### src/rtl/fpa_sched.sv
// rtl/fpa_sched.sv - two-requester round-robin scheduler for a shared pipelined FP adder
module fpa_sched #(
  parameter int LAT    = 3,
  parameter int RDEPTH = 2
) (
  input  logic             clk,
  input  logic             rst,
  input  logic [1:0]       req_valid,
  output logic [1:0]       req_ready,
  input  logic [1:0][31:0] req_a,
  input  logic [1:0][31:0] req_b,
  input  logic [1:0]       req_sub,
  output logic [31:0]      fpa_a,
  output logic [31:0]      fpa_b,
  input  logic [31:0]      fpa_c,
  output logic [1:0]       res_valid,
  output logic [1:0][31:0] res_data,
  input  logic [1:0]       res_ack,
  output logic             busy
);

  localparam int PW = (RDEPTH > 1) ? $clog2(RDEPTH) : 1;
  localparam int CW = $clog2(RDEPTH + 1);
  localparam logic [PW-1:0] LastPtr = PW'(RDEPTH - 1);
  localparam logic [CW-1:0] FullCredit = CW'(RDEPTH);

  logic [1:0][CW-1:0] credit;
  logic               rrLast;
  logic [LAT:0]       tagValid;
  logic [LAT:0]       tagOwner;
  logic [31:0]        fifoMem [2][RDEPTH];
  logic [1:0][PW-1:0] wrPtr;
  logic [1:0][PW-1:0] rdPtr;
  logic [1:0][CW-1:0] count;

  logic [1:0] eligible;
  logic [1:0] grant;
  logic [1:0] push;
  logic [1:0] pop;
  logic       issue;
  logic       winner;

  // Round-robin grant among requesters that are valid and still hold a credit.
  always_comb begin
    eligible = '0;
    for (int i = 0; i < 2; i++) begin
      eligible[i] = req_valid[i] && (credit[i] != '0) && !rst;
    end
    grant = eligible;
    if (eligible == 2'b11) begin
      grant = rrLast ? 2'b01 : 2'b10;
    end
  end

  assign req_ready = grant;
  assign issue     = |grant;
  assign winner    = grant[1];

  // Result-side strobes: tag leaving the pipe writes its owner's FIFO, ack pops a non-empty head.
  always_comb begin
    push = '0;
    pop  = '0;
    for (int i = 0; i < 2; i++) begin
      push[i] = tagValid[LAT] && (tagOwner[LAT] == i[0]);
      pop[i]  = res_ack[i] && (count[i] != '0);
    end
  end

  // Remember the last winner so the other requester wins the next tie.
  always_ff @(posedge clk) begin
    if (rst) begin
      rrLast <= 1'b1;
    end else if (issue) begin
      rrLast <= winner;
    end
  end

  // Register operands for the adder; subtraction flips the sign of b.
  always_ff @(posedge clk) begin
    if (rst) begin
      fpa_a <= '0;
      fpa_b <= '0;
    end else if (issue) begin
      fpa_a <= req_a[winner];
      fpa_b <= req_b[winner] ^ {req_sub[winner], 31'b0};
    end
  end

  // Tag shift register tracks who owns each adder stage; stage LAT lines up with fpa_c.
  always_ff @(posedge clk) begin
    if (rst) begin
      tagValid <= '0;
      tagOwner <= '0;
    end else begin
      tagValid <= {tagValid[LAT-1:0], issue};
      tagOwner <= {tagOwner[LAT-1:0], winner};
    end
  end

  // Credits cover in-flight ops plus queued results, so a FIFO write always has room.
  always_ff @(posedge clk) begin
    if (rst) begin
      for (int i = 0; i < 2; i++) begin
        credit[i] <= FullCredit;
      end
    end else begin
      for (int i = 0; i < 2; i++) begin
        credit[i] <= credit[i] - CW'(grant[i]) + CW'(pop[i]);
      end
    end
  end

  // FIFO pointers and occupancy; push and pop on the same edge keep the count.
  always_ff @(posedge clk) begin
    if (rst) begin
      wrPtr <= '0;
      rdPtr <= '0;
      count <= '0;
    end else begin
      for (int i = 0; i < 2; i++) begin
        if (push[i]) begin
          wrPtr[i] <= (wrPtr[i] == LastPtr) ? '0 : wrPtr[i] + 1'b1;
        end
        if (pop[i]) begin
          rdPtr[i] <= (rdPtr[i] == LastPtr) ? '0 : rdPtr[i] + 1'b1;
        end
        count[i] <= count[i] + CW'(push[i]) - CW'(pop[i]);
      end
    end
  end

  // FIFO storage has no reset; validity comes from the counts.
  always_ff @(posedge clk) begin
    for (int i = 0; i < 2; i++) begin
      if (push[i] && !rst) begin
        fifoMem[i][wrPtr[i]] <= fpa_c;
      end
    end
  end

  // Present each FIFO head and its valid flag.
  always_comb begin
    res_data  = '0;
    res_valid = '0;
    for (int i = 0; i < 2; i++) begin
      res_data[i]  = fifoMem[i][rdPtr[i]];
      res_valid[i] = (count[i] != '0);
    end
  end

  assign busy = (|tagValid) || (count[0] != '0) || (count[1] != '0);

endmodule
### config.mk
export PLATFORM = sky130hd
export DESIGN_NAME = fpa_sched
export DESIGN_NICKNAME = d
export VERILOG_FILES = /design/src/rtl/fpa_sched.sv
export SDC_FILE = /design/constraint.sdc
export NUM_CORES = 1
export LEC_CHECK = 0
export ABC_AREA = 1
export ABC_CLOCK_PERIOD_IN_PS = 4960
export BUFFER_PORTS_ARGS = -buffer_cell sky130_fd_sc_hd__buf_2
export CAP_MARGIN = 20
export CORE_UTILIZATION = 46
export DETAILED_ROUTE_END_ITERATION = 6
export GPL_ROUTABILITY_DRIVEN = 0
export PLACE_DENSITY_LB_ADDON = 0.2
export SYNTH_ARGS = -nofsm -noshare
export SYNTH_HDL_FRONTEND = slang
export SYNTH_SLANG_ARGS = --single-unit
### constraint.sdc
create_clock -name clk -period 4.96 [get_ports clk]
set_input_delay 1.24 -clock clk [delete_from_list [all_inputs] [get_ports clk]]
set_output_delay 1.24 -clock clk [all_outputs]
set_load 0.02 [all_outputs]
==> results of run 1 <==
[flip-flops by register name, indices dropped and copies added (netlist names)]
register / flops
tagValid: 4
fpa_a: 32
rrLast: 1
count: 4
rdPtr: 2
tagOwner: 4
fpa_b: 32
credit: 4
fifoMem: 128
wrPtr: 2
[stage by stage]
stage | instance area (um^2) | std cells | util, %
2_1_floorplan | 8539 | 886 | -
3_3_place_gp | 10120 | 1376 | 55.95
3_5_place_dp | 10120 | 1376 | 55.95
4_1_cts | 10900 | 1417 | 60.29
5_1_grt | 10930 | 1420 | 60.43
6_report | 10930 | 1420 | 60.43
[kinds of logic (layout without fill, tap and decap cells)]
family | after synthesis | in the layout | share of synthesized area (%)
and+or+nand+nor | 500 | 500 | 23.75
DFF | 213 | 213 | 64.94
buffers and inverters | 88 | 391 | 5.465
AOI/OAI and AO/OA | 73 | 73 | 4.308
adders and majority gates | 7 | 7 | 1.026
xor gates and xnor gates | 5 | 5 | 0.5128
other | 0 | 2 | 0
[layout by cell type, fill, tap and decap left out, types with 2 or more instances in the layout]
cell and count:
nand4_1 3, clkbuf_16 23, o21ai_1 58, nor2_4 3, clkinv_2 5, clkbuf_8 5, a21oi_1 6, diode_2 2
xnor2_1 5, o21ai_0 8, ha_1 7, buf_2 300, nand2_4 2, nor2_1 14, inv_2 2, nand2_1 399
dfxtp_1 85, buf_4 10, inv_1 34, bufinv_16 3, nor3_2 2, clkbuf_1 3, clkinv_1 2, nand3_1 72
edfxtp_1 128
[layer usage]
metal	up-vias	part of all wire [%]	routed length, um	GRT usage [%]
met4	0	2.0	421	6.209
met2	230	48	9942	37.14
met5	-	0	0	0
met1	3059	41	8510	26.32
met3	31	8.1	1669	5.438
li1	3476	-	-	-
[power breakdown]
group	leakage, nW	total, mW	switching, mW	internal [mW]
clock	0.394	1.74	0.659	1.08
combinational	3.07	1.27	0.867	0.405
sequential	1.86	2.12	0.0876	2.03
total	5.32	5.14	1.61	3.52
[area by class of cell]
cell class	count	area, um^2
Fill cell	1540	7157
Sequential cell	213	5545
Multi-Input combinational cell	585	2552
Timing Repair Buffer	311	1597
Clock buffer	32	660.6
Tap cell	229	286.5
Inverter	39	158.9
Clock inverter	9	123.9
Antenna cell	2	5.005
[worst reg2reg max path, cell delays in order (launching register included)]
cell     delay [ns]
dfxtp_1        0.32
nor2_1         0.29
nor2_8         0.09
nand2_4        0.08
buf_4          0.39
buf_4          0.71
nand2_1        0.14
o21ai_1        0.11
nand2_1        0.07
[worst max-delay path by stage]
stage                endpoint  slack (ns)  depth (start not counted)
2_1_floorplan  fifoMem[0][64]        0.87                          2
3_3_place_gp     req_ready[0]        1.03                          8
3_5_place_dp     req_ready[0]        1.02                          8
4_1_cts          req_ready[0]        1.01                          8
5_1_grt          req_ready[0]        0.92                          8
6_report         req_ready[0]        1.05                          8
==> metrics.cfg, run 1 <==
[outcome]
run_status = complete, but fails checks
violations = design-rule violations

[power_and_ir_drop]
vdd_drop_max_v = 0.0002385
p_leak_nw = 5.325
powerDensity_nw_per_um2 = 470.0
power.total_mw = 5.137

[setup_path]
crit_path_start = rst
rrSetupSlack_ns = 2.65
critPathCaptureType = output pin
cpMaxStageDelayCell = buf_2
slowest_delay_ns = 0.41
worstRegToRegCells = 8
timing.rr.end = fpa_b[8]
crit_chain = buf_2, clkinv_8, nand2_4, nor2_8, nand2_1, nand2_1, inv_1, buf_2
r2r-start = credit[3]
start_kind = input pin
path_buf_inv = 4
path_class = in -> out
cp.arrival_ns = 2.67
crit_path_max_fanout = 73
critPathTopFamily = buffers and inverters
cp.required_ns = 3.72

[global_route]
grt_overflow = 0
antenna_found_initial = 2
grt_pass1_wl_um = 32330
grt_pass1_vias = 6373
grt_usage_pct = 21.38
grt_max_degree = 81

[hold_path]
hold_start = tagOwner[0]
min_to = tagOwner[1]
min_delay_path_depth = 2
hold_class = reg -> reg

[clock_network]
cts_tree = yes
cts.sinks = 213
cts_resized = 0
clk_pin_slew_worst_paths_ns = 0.05
numCtsBuffers = 23
clock_latency_ns = 0.50
cts_hold_buf = 0
cts_root_buf = clkbuf_16
cts_buffer_depth = 3
post_cts_buffers = 0
htreeDepth = 1

[finish]
final_layout_size_suffix_gt1_share_pct = 30.53
area_delta_synth_final_pct = 27.98
nNetsFinal = 1348

[sta]
skew_ns = 0.008556
hold_slack_ns = 0.3980
max_freq_ghz = 0.2559
slew_violations = 0
final_hold_viol_count = 0
worst_pin_slew_ns = 1.043
layout_setup_ws_ns = 1.053
finalCritPeriodShare_pct = 78.77
fin_crit_ns = 3.907
grt_setup_unrepaired = no
setup_viol = 0
setup_tns_ns = 0
slew_headroom_pct = 30.32

[route]
num_vias = 6796
drt_wl_total_um = 20540
drtAntennaViolNets = 0
viasPerCell = 4.786
drc = 30
wire_per_inst_um = 14.47
drtIter0Drc = 305
first_pass_iters = 6

[logic_synthesis]
synth_most_common_cell = nand2_1
synth_commonest_cells = nand2_1 (399), edfxtp_1 (128), dfxtp_1 (85)
synth_cell_types = 27
yosys_warnings = 0
synth_top_cells_by_area = edfxtp_1 (45%), dfxtp_1 (20%), nand2_1 (18%)
synth_nets = 1061
yosysSeqAreaShare_pct = 64.94
synth.avg_cell_area_um2 = 9.638
async_flop_share_pct = 0
synthesis.area_um2 = 8539
ys_ff_latch = 213
synth-edff-count = 128
synth_ff_type = edfxtp_1
yosys.area.top_type = edfxtp_1
syn_inst = 886
synth_top_area_share_pct = 45.01

[place]
pre_cts_ws_ns = 1.016
io_buffers = 300
hpwlAfterDp_um = 13390

[die]
initial_core_util_pct = 47.22
num_rows = 49
num_io_pins = 301
die_w_um = 138.3
die_h_um = 138.3
dieArea_um2 = 19110
core-area_um2 = 18090

[flow_run]
max_cap_violations = 0

No activity file was read; power rests on OpenSTA's default activity.
==> inputs of run 2 (changes only) <==
- ABC_CLOCK_PERIOD_IN_PS: 4960 -> 3970
- clock period: 4.96 -> 3.97 ns (I/O delays scaled with it)
==> run 2 against run 1 <==
Effect of this change:
- die area is the same
- via count shrank 0.74%
- utilization shrank 0.17 points
- clock power grew 18%
- power grew 23%
- first-iteration DRC count grew 10%
- combinational power grew 28%
- the flow still finishes with violations (design-rule violations)
- global-route usage shrank 0.14 points
- cell count is the same
- highest routed layer unchanged
==> metrics.cfg, run 2 (synthesis gave the netlist of run 1 again) <==
[setup_path]
start_kind = flop
crit_path_max_fanout = 33
r2r-start = credit[3]
cp.arrival_ns = 2.14
critPathCaptureType = output pin
path_class = reg -> out
cp.required_ns = 2.98
crit_path_start = rdPtr[1]

[sta]
final_hold_viol_count = 0
slew_violations = 0
grt_setup_unrepaired = no
skew_ns = 0.01997
layout_setup_ws_ns = 0.8379
max_freq_ghz = 0.3193
slew_headroom_pct = 50.28
worst_pin_slew_ns = 0.7458
finalCritPeriodShare_pct = 78.89
hold_slack_ns = 0.4121
setup_tns_ns = 0
fin_crit_ns = 3.132
setup_viol = 0

[place]
placed_cell_area_um2 = 10170
pre_cts_ws_ns = 0.9414
io_buffers = 300
hpwlAfterDp_um = 13530

[finish]
final_layout_size_suffix_gt1_share_pct = 30.25
final_cell_mix = nand2_1 (399), buf_2 (300), edfxtp_1 (128)
nNetsFinal = 1349
fin_area_um2 = 10900
area_delta_synth_final_pct = 27.63
largest_reg_flops = 128
final_common_cell = nand2_1
fillCellCount = 1554

[die]
dieArea_um2 = 19110
die_h_um = 138.3
num_io_pins = 301
core-area_um2 = 18090
num_rows = 49
initial_core_util_pct = 47.22
die_w_um = 138.3

[flow_run]
max_cap_violations = 0

[clock_network]
cts_root_buf = clkbuf_16
cts_hold_buf = 0
clock_latency_ns = 0.50
cts_tree = yes
clk_pin_slew_worst_paths_ns = 0.06
post_cts_buffers = 0
cts_resized = 0
cts_buffer_depth = 3
htreeDepth = 1
numCtsBuffers = 22
cts.sinks = 213

[power_and_ir_drop]
powerDensity_nw_per_um2 = 579.7
vdd_drop_max_v = 0.0003021
p_leak_nw = 5.302
power.total_mw = 6.319

[global_route]
grt_usage_pct = 21.24
antenna_found_initial = 1
grt_overflow = 0
grt_pass1_vias = 6285
grt_pass1_wl_um = 32060
grt_max_degree = 129

[route]
drt_wl_total_um = 20430
num_vias = 6746
first_pass_iters = 7
drtIter0Drc = 337
wire_per_inst_um = 14.39
drtAntennaViolNets = 0
drc = 30
viasPerCell = 4.751

[hold_path]
hold_start = tagOwner[0]
hold_class = reg -> reg

[outcome]
run_status = complete, but fails checks
violations = design-rule violations

-- run 2: per-stage QoR --
step / std cells / util, %
2_1_floorplan: 886 / -
3_3_place_gp: 1379 / 56.22
3_5_place_dp: 1379 / 56.22
4_1_cts: 1419 / 60.25
5_1_grt: 1420 / 60.26
6_report: 1420 / 60.26
-- run 2: final timing paths --
kind	cells past startpoint	endpoint	slack, ns
worst min register to register	2	tagOwner[1]	0.41
worst max register to register	12	credit[3]	2.02
worst min-delay path	2	tagOwner[1]	0.41
worst max-delay path	6	res_data[32]	0.84
-- run 2: worst max-delay path: stages, from the launching register on --
cell,delay (ns)
dfxtp_1,0.30
buf_4,0.36
clkinv_1,0.33
buf_4,0.33
nand2_1,0.10
nand2_1,0.07
buf_2,0.16
-- run 2: final cells by class --
cell class	count	area (um^2)	area share [%]
diodes	1	2.502	0.02296
multi-input cells	585	2552	23.42
clock inverters	12	135.1	1.240
inverters	39	158.9	1.458
flip-flops and latches	213	5545	50.88
clock buffers	28	594.3	5.453
well taps	229	286.5	2.629
repair buffers	313	1624	14.90
-- run 2: power breakdown --
part / total [mW] / switching (mW) / internal (mW)
logic: 1.62 / 1.11 / 0.514
clock network: 2.06 / 0.805 / 1.25
registers: 2.64 / 0.101 / 2.54
-- run 2: routing by layer --
layer,up-vias,wire length [um],track usage [%]
met5,-,0,0
met4,0,438,6.387
met3,35,1620,4.745
met2,244,10080,37.14
met1,2991,8287,26.30
li1,3476,-,-
